<file path="config.mk">
export PLATFORM = sky130hd
export DESIGN_NAME = spi_frame_auditor
export DESIGN_NICKNAME = d
export VERILOG_FILES = /design/src/rtl/spi_frame_auditor.sv
export SDC_FILE = /design/constraint.sdc
export NUM_CORES = 1
export LEC_CHECK = 0
export ABC_AREA = 1
export BUFFER_PORTS_ARGS = -buffer_cell sky130_fd_sc_hd__buf_2
export CAP_MARGIN = 25
export CORE_MARGIN = 2
export CORE_UTILIZATION = 50
export CTS_BUF_LIST = sky130_fd_sc_hd__clkbuf_4
export DETAILED_ROUTE_END_ITERATION = 8
export PLACE_DENSITY = 0.69
export SYNTH_ARGS = -nofsm -noshare
export SYNTH_HDL_FRONTEND = slang
export SYNTH_SLANG_ARGS = --single-unit
</file>
<file path="constraint.sdc">
create_clock -name clk_in -period 3.7 [get_ports clk_in]
set_input_delay 0.185 -clock clk_in [delete_from_list [all_inputs] [get_ports clk_in]]
set_output_delay 0.185 -clock clk_in [all_outputs]
set_load 0.1 [all_outputs]
</file>
<file path="src/rtl/spi_frame_auditor.sv">
// SPI frame auditor: assembles MSB-first bytes into a small FIFO and audits each frame on CS deassertion.
// Optional status shift-out on spi_miso is enabled by defining SPI_AUDIT_MISO_EN.
`timescale 1ns/1ps
module spi_frame_auditor #(
  parameter int MAX_BYTES  = 16,
  parameter int FIFO_DEPTH = 4
) (
  input  logic        clk_in,
  input  logic        rst,
  input  logic        cs_n_f,
  input  logic        sck_rise,
  input  logic        sck_fall,
  input  logic        mosi_f,
  output logic [7:0]  byte_data,
  output logic        byte_valid,
  input  logic        byte_ready,
  output logic        frame_done,
  output logic        frame_ok,
  output logic [15:0] frame_bits,
  output logic        spi_miso,
  output logic [1:0]  led
);
  localparam int AW = $clog2(FIFO_DEPTH);

  typedef enum logic [1:0] {IDLE, ACTIVE, CHECK} state_t;
  state_t state, state_nxt;

  logic enter, shift_en, audit;
  logic [7:0]  shreg;
  logic [15:0] bit_cnt, byte_cnt;
  logic        ovf;

  logic [7:0]  mem [FIFO_DEPTH];
  logic [AW-1:0] wr_ptr, rd_ptr;
  logic [AW:0]   count;
  logic full, pop, push, drop, byte_done, audit_ok;
  logic [7:0] new_byte;

  always_ff @(posedge clk_in or posedge rst) begin
    if (rst) state <= IDLE;
    else     state <= state_nxt;
  end

  always_comb begin
    state_nxt = state;
    enter     = 1'b0;
    shift_en  = 1'b0;
    audit     = 1'b0;
    case (state)
      IDLE: if (!cs_n_f) begin
        state_nxt = ACTIVE;
        enter     = 1'b1;
      end
      // Deassertion wins over a coincident SCK rising edge.
      ACTIVE: if (cs_n_f) state_nxt = CHECK;
              else if (sck_rise) shift_en = 1'b1;
      CHECK: begin
        audit     = 1'b1;
        state_nxt = IDLE;
      end
      default: state_nxt = IDLE;
    endcase
  end

  assign new_byte  = {shreg[6:0], mosi_f};
  assign byte_done = shift_en && (bit_cnt[2:0] == 3'd7);
  assign full      = (count == (AW+1)'(FIFO_DEPTH));
  assign byte_valid = (count != '0);
  assign pop       = byte_valid && byte_ready;
  assign push      = byte_done && (!full || pop);
  assign drop      = byte_done && full && !pop;
  assign byte_data = byte_valid ? mem[rd_ptr] : 8'h00;

  always_ff @(posedge clk_in or posedge rst) begin
    if (rst) begin
      shreg    <= '0;
      bit_cnt  <= '0;
      byte_cnt <= '0;
      ovf      <= 1'b0;
    end else if (enter) begin
      shreg    <= '0;
      bit_cnt  <= '0;
      byte_cnt <= '0;
      ovf      <= 1'b0;
    end else if (shift_en) begin
      shreg <= new_byte;
      if (bit_cnt != 16'hFFFF) bit_cnt <= bit_cnt + 16'd1;
      if (byte_done && byte_cnt != 16'hFFFF) byte_cnt <= byte_cnt + 16'd1;
      if (drop) ovf <= 1'b1;
    end
  end

  // Storage is not reset; byte_data is masked to zero while the FIFO is empty.
  always_ff @(posedge clk_in) begin
    if (push) mem[wr_ptr] <= new_byte;
  end

  always_ff @(posedge clk_in or posedge rst) begin
    if (rst) begin
      wr_ptr <= '0;
      rd_ptr <= '0;
      count  <= '0;
    end else begin
      if (push) wr_ptr <= wr_ptr + 1'b1;
      if (pop)  rd_ptr <= rd_ptr + 1'b1;
      case ({push, pop})
        2'b10:   count <= count + 1'b1;
        2'b01:   count <= count - 1'b1;
        default: count <= count;
      endcase
    end
  end

  assign audit_ok = (bit_cnt != 16'd0) && (bit_cnt[2:0] == 3'd0) && !ovf &&
                    (byte_cnt <= 16'(MAX_BYTES));

  always_ff @(posedge clk_in or posedge rst) begin
    if (rst) begin
      frame_done <= 1'b0;
      frame_ok   <= 1'b0;
      frame_bits <= '0;
      led        <= 2'b11;
    end else begin
      frame_done <= audit;
      if (audit) begin
        frame_ok   <= audit_ok;
        frame_bits <= bit_cnt;
        led        <= audit_ok ? 2'b01 : 2'b10;
      end
    end
  end

`ifdef SPI_AUDIT_MISO_EN
  logic [5:0] frame_cnt;
  logic       ovf_last;
  logic [2:0] miso_idx;
  logic [7:0] status;

  assign status = {frame_ok, ovf_last, frame_cnt};

  always_ff @(posedge clk_in or posedge rst) begin
    if (rst) begin
      frame_cnt <= '0;
      ovf_last  <= 1'b0;
      miso_idx  <= 3'd7;
    end else begin
      if (audit) begin
        frame_cnt <= frame_cnt + 6'd1;
        ovf_last  <= ovf;
      end
      // Index wraps 0 -> 7 so the status byte repeats for long frames.
      if (enter)                             miso_idx <= 3'd7;
      else if (state == ACTIVE && sck_fall)  miso_idx <= miso_idx - 3'd1;
    end
  end

  assign spi_miso = (state == ACTIVE) ? status[miso_idx] : 1'b0;
`else
  logic unused_fall;
  assign unused_fall = sck_fall;
  assign spi_miso    = 1'b0;
`endif

endmodule

</file>
Yosys cells after proc, flatten, opt, wreduce, memory -nomap -nowiden. Memory sizes are Yosys's and may differ from the RTL's. Index checks and enable logic that the tools add are counted. W data, S select, Z words.

Eq/ne operators: 10. Divide/modulo/power cells: 0. Muxes and demuxes: 25. Add/sub/neg operators: 6. Bitwise gates (word level): 0. Shift-type cells: 0. Multiply operators: 0. $lt $le $gt $ge: 1. Reduce and logical (&&, ||, !) cells: 26.

Operators by type and width (count): $mux W16 (6); $add A16 B1 Y16 const B (2); $ne A16 B16 Y1 const B (2); $le A16 B5 Y1 const B (1); $reduce_bool A16 Y1 (1); $mux W7 (2); $mux W1 (11); $reduce_bool A2 Y1 (5); $logic_and A1 B1 Y1 (9); $mux W8 (1); $reduce_and A2 Y1 (4); $eq A3 B3 Y1 const B (2); $mux W2 (3); $pmux W3 S2 (1); $add A2 B1 Y2 const B (2); $eq A2 B1 Y1 const B (2); $eq A2 B2 Y1 const B (2); $ne A2 B2 Y1 const B (2); $pmux W2 S2 (1); $add A3 B1 Y3 const B (1); $logic_not A1 Y1 (3); $logic_not A3 Y1 (1); $reduce_bool A3 Y1 (1); $sub A3 B1 Y3 const B (1); other kinds (2) (2).

Bits in read-only memories: 0. RAM bits: 32. Input bits: 7. Bits in latches: 0. Logic and storage cells: 81. Output and inout bits: 30. Flip-flop bits (word level): 69. Memories: 1.

Memories: mem (words 4, bits a word 8, rd ports 1, clocked after memory_dff 0, write ports 1, line 33) `logic [7:0] mem [FIFO_DEPTH];`.

Longest topological paths before layout.
Depth in word-level cells: 9. Mapped depth: 11. Mapped depth without buffers: 11.

Worst setup path after synthesis. OpenSTA, ideal clock, no wires.

Path type: register to output. From: reg count[0]. To: out byte_data[0]. Path buffers: 0. Slack: 0.605 ns. Cell stages (with the launch flop): 5. Arrival time: 2.910 ns. Required time: 3.515 ns. Cells stage by stage: dfrtp_1 -> nor2_1 -> nand2_1 -> inv_1 -> a21oi_1.

Cells in the longest elaborated chain, start to end: 2.

RTL lines: start: declaration (line 35) `logic [AW:0] count;`; start signal: assignment (line 107) `2'b10: count <= count + 1'b1;`; start signal: assignment (line 108) `2'b01: count <= count - 1'b1;`; start signal: assignment (line 109) `default: count <= count;`; $reduce_bool A3 Y1 (line 68) `assign byte_valid = (count != '0);`; via byte_valid (line 15) `output logic byte_valid,`; $mux W8 (line 72) `assign byte_data = byte_valid ? mem[rd_ptr] : 8'h00;`; end: declaration (line 14) `output logic [7:0] byte_data,`.

The timed path passes the listed nets, and every way through them passes these cells.

Final worst setup path.
From: reg rd_ptr[0]. To: out byte_data[7].

Cells in the longest elaborated chain, start to end: 2.

RTL lines: start: declaration (line 34) `logic [AW-1:0] wr_ptr, rd_ptr;`; start signal: assignment (line 105) `if (pop) rd_ptr <= rd_ptr + 1'b1;`; $mem_v2 Z4 W8; $mux W8 (line 72).

No other way between the ends.

==> summary.md <==
| Metric | Value |
|---|---|
| Grt met1 use | `0.267` |
| ANT cells | `0` |
| Met3 Use GR | `0.0343` |
| Hold Path Class | `input port to flop` |
| Worst Path Buf+Inv | `2` |
| Final Cycle Share | `0.682` |
| Most frequent cells in the layout | `164 x nand2_1, 85 x nor2_1, 67 x dfrtp_1` |
| Worst Setup SP | `rd_ptr[0]$_DFFE_PP0P_` |
| CTS Sinks | `101` |
| Initial antenna violation count | `0` |
| Post-route cell area | `0.00549 mm^2` |
| Vias per inst | `~5` |
| Worst-Margin Slew | `approximately 850 ps` |
| H-tree levels | `3` |
| Initial Util | `0.517` |
| Hold wc startpoint | `byte_ready` |
| Top cell type by total area after synthesis | `dfrtp_1` |
| Core area | `just under 0.01 mm^2` |
| Resized Gates After CTS | `0` |
| Hold Crit Endpoint | `ovf$_DFFE_PP0P_` |
| CP cell instances | `inv_1, o21ai_0, a21oi_1, buf_2` |
| Area Overhead vs Synth | `8.61%` |
| Synth cell types | `31` |
| WP depth | `4` |
| Reg2Reg Setup Slack | `around 1500 ps` |
| Global routing's busiest layer | `met2` |
| DIE HEIGHT | `~100 um` |
| RSZ-0062 raised after global routing | `false` |
| Final nets | `between 600 and 700` |
| Clk slew on worst S/H paths | `between 150 and 200 ps` |
| Share of cells above drive strength 1 | `0.123` |
| Clock root cell | `clkbuf_4` |
| Vias in the first global route | `approximately 3800` |
| Commonest non-fill, non-tap cell in the layout | `nand2_1` |
| Worst Setup Slack, final | `approximately 1200 ps` |
| DR WL/cell | `~13 um` |
| Clk Latency, worst-skew pair | `470 ps` |
| Crit-path max FO | `18` |
| Total congestion overflow | `0` |
| NetSw | `between 1.5 and 2 mW` |
| HPWL Detailed | `7180 um` |
| M2 GR Usage | `0.334` |
| Final Setup Violations | `0` |
| FF+latch count, synth | `101` |
| CP required | `about 3500 ps` |
| Syn avg cell area | `8.48 um^2` |
| Area of the die | `0.0109 mm^2` |
| DRC | `0` |
| Total number of vias | `approximately 4000` |
| RePlAce Congestion | `approximately 0.9` |
| Top cell type's share of synthesized area | `0.332` |
| Final Max Slew Viols | `0` |
| Startpoint types | `flop` |
| Post-Syn Nets | `about 600` |
| Dpl cell area | `0.00531 mm^2` |
| Peak VDD IR | `approximately 0.00063 V` |
| Logic pwr share | `0.390` |
| Critical R2R Launch | `bit_cnt[0]$_DFFE_PP0P_` |
| Slew HR | `0.430` |
| Drt initial violations | `209` |
| Setup Crit Path Kind | `flop to output pin` |
| Total power | `about 3.2 mW` |
| Crit-path leading delay family | `buffers and inverters` |
| Die Wd | `105 um` |
| CP max stage delay | `around 620 ps` |
| RR Endpoint | `mem[1][3]$_DFFE_PP_` |
| Pleak | `between 2 and 3 nW` |
| Global-route wire length before repair | `17800 um` |
| MaxCap Viol Count | `0` |
| Placed Instances | `roughly 750` |
| Sequential share of power | `0.412` |
| Hold WS | `~130 ps` |
| Final hold violation count | `0` |
| TNS Setup | `0 ps` |
| Antenna Nets Post-Route | `0` |
| DRT Wirelength | `10200 um` |
| Max clock buf depth | `2` |
| Syn Inst Count | `596` |
| Minimum clock period | `between 2000 and 3000 ps` |
| Final core utilization | `0.562` |
| Dpl ws | `around 1500 ps` |
| CTS tree | `done` |
| CTS buffer count | `9` |
| Synth warnings | `0` |
| P_int | `roughly 1.7 mW` |
| Total global-route track usage | `0.200` |
| Worst Hold Path Cells | `4` |
| I/O pins | `37` |
| Largest net degree at the start of global routing | `slightly above 50` |
| R2R depth | `6` |
| Post-Layout Cell Count | `approximately 770` |
| Port Buffers | `34` |
| Num rows | `36` |
| Critical path's slowest cell | `dfrtp_1` |
| Mapped Area | `approximately 0.005 mm^2` |
| DR pass1 iterations | `4` |
| Post-synthesis sequential area ratio | `0.532` |
| Status | `finished, final reports clean` |
| Area contributors post-synth | `dfrtp_1 33%, edfxtp_1 19%, nand2_1 12%, nor2_1 6.3%, o21ai_0 4.4%` |
| Setup Skew | `between 10 and 15 ps` |
| Crit end category | `output pin` |
| Power per cell area | `579 mW/mm^2` |
| Worst Path Arrival | `roughly 2300 ps` |
| Clock power share | `0.198` |
| Sw frac | `0.475` |
| Fmax | `396 MHz` |
cell usage after synthesis (all sizes together):
master	instances
xor2	16
nand4	17
nor2	95
edfxtp	32
nand3	43
a21oi	12
clkbuf	7
dfstp	2
ha	9
dfrtp	67
conb	1
o31ai	1
nand2b	1
o21ai	48
inv	60
buf	9
or2	1
fa	1
nor3	5
nand2	169
metal layers:
metal / vias to the layer above / part of all wire
li1: 1983 / -
met1: 1870 / 0.47
met2: 80 / 0.48
met3: 10 / 0.036
met4: 0 / 0.0094
met5: - / 0
cell type report:
class | instances | area, um^2
Sequential cell | 101 | 2690
Timing Repair Buffer | 38 | 208
Multi-Input combinational cell | 419 | 2050
Fill cell | 908 | 4280
Clock inverter | 6 | 78.8
Inverter | 60 | 225
Clock buffer | 10 | 75.1
Tap cell | 133 | 166
what timing repair did:
action                                 CTS  global route
buffers inserted                         0             0
setup endpoints to repair                0             0
endpoints found under the hold margin   24             0
hold buffers                             3             0
power by group through the flow:
stage                     sequential [mW]  clock [mW]  combinational, mW
final                                1.31       0.630               1.24
after global routing                 1.33       0.685               1.34
after CTS                            1.31       0.649               1.25
after detailed placement             1.33           0               1.24
after global placement               1.33           0               1.22
after floorplan                      1.35           0               1.05
state kept, by name, summed over array words and instances (netlist names):
| register | flops |
|---|---|
| rd_ptr | 2 |
| ovf | 1 |
| frame_done | 1 |
| mem | 32 |
| led | 2 |
| shreg | 7 |
| bit_cnt | 16 |
| frame_ok | 1 |
| frame_bits | 16 |
| wr_ptr | 2 |
| byte_cnt | 16 |
| state | 2 |
| count | 3 |
worst max path at each step:
stage,to,slack (ps)
CTS,byte_data[7],1150
detailed placement,mem[1][6]$_DFFE_PP_,1550
finish,byte_data[7],1180
global route,byte_data[7],950
floorplan,byte_data[0],600
global placement,mem[0][0]$_DFFE_PP_,1600
cells by family after synthesis:
logic type | Yosys count | share of synthesized area
AND/OR/NAND/NOR | 331 | 0.286
flip-flops | 101 | 0.532
buffers and inverters | 76 | 0.0629
AO/OA/AOI/OAI | 61 | 0.0646
XOR/XNOR | 16 | 0.0277
adder cells (fa/ha/maj) | 10 | 0.0262
other | 1 | 0.000742
worst reg2reg max path, delay by kind of cell (launching register included):
family	cells	cell delay, ps
AND/OR/NAND/NOR	2	780
AO/OA/AOI/OAI	1	150
flip-flops	1	430
buffers and inverters	1	60
adder cells (fa/ha/maj)	2	400
Power figures use the tool's default switching activity.
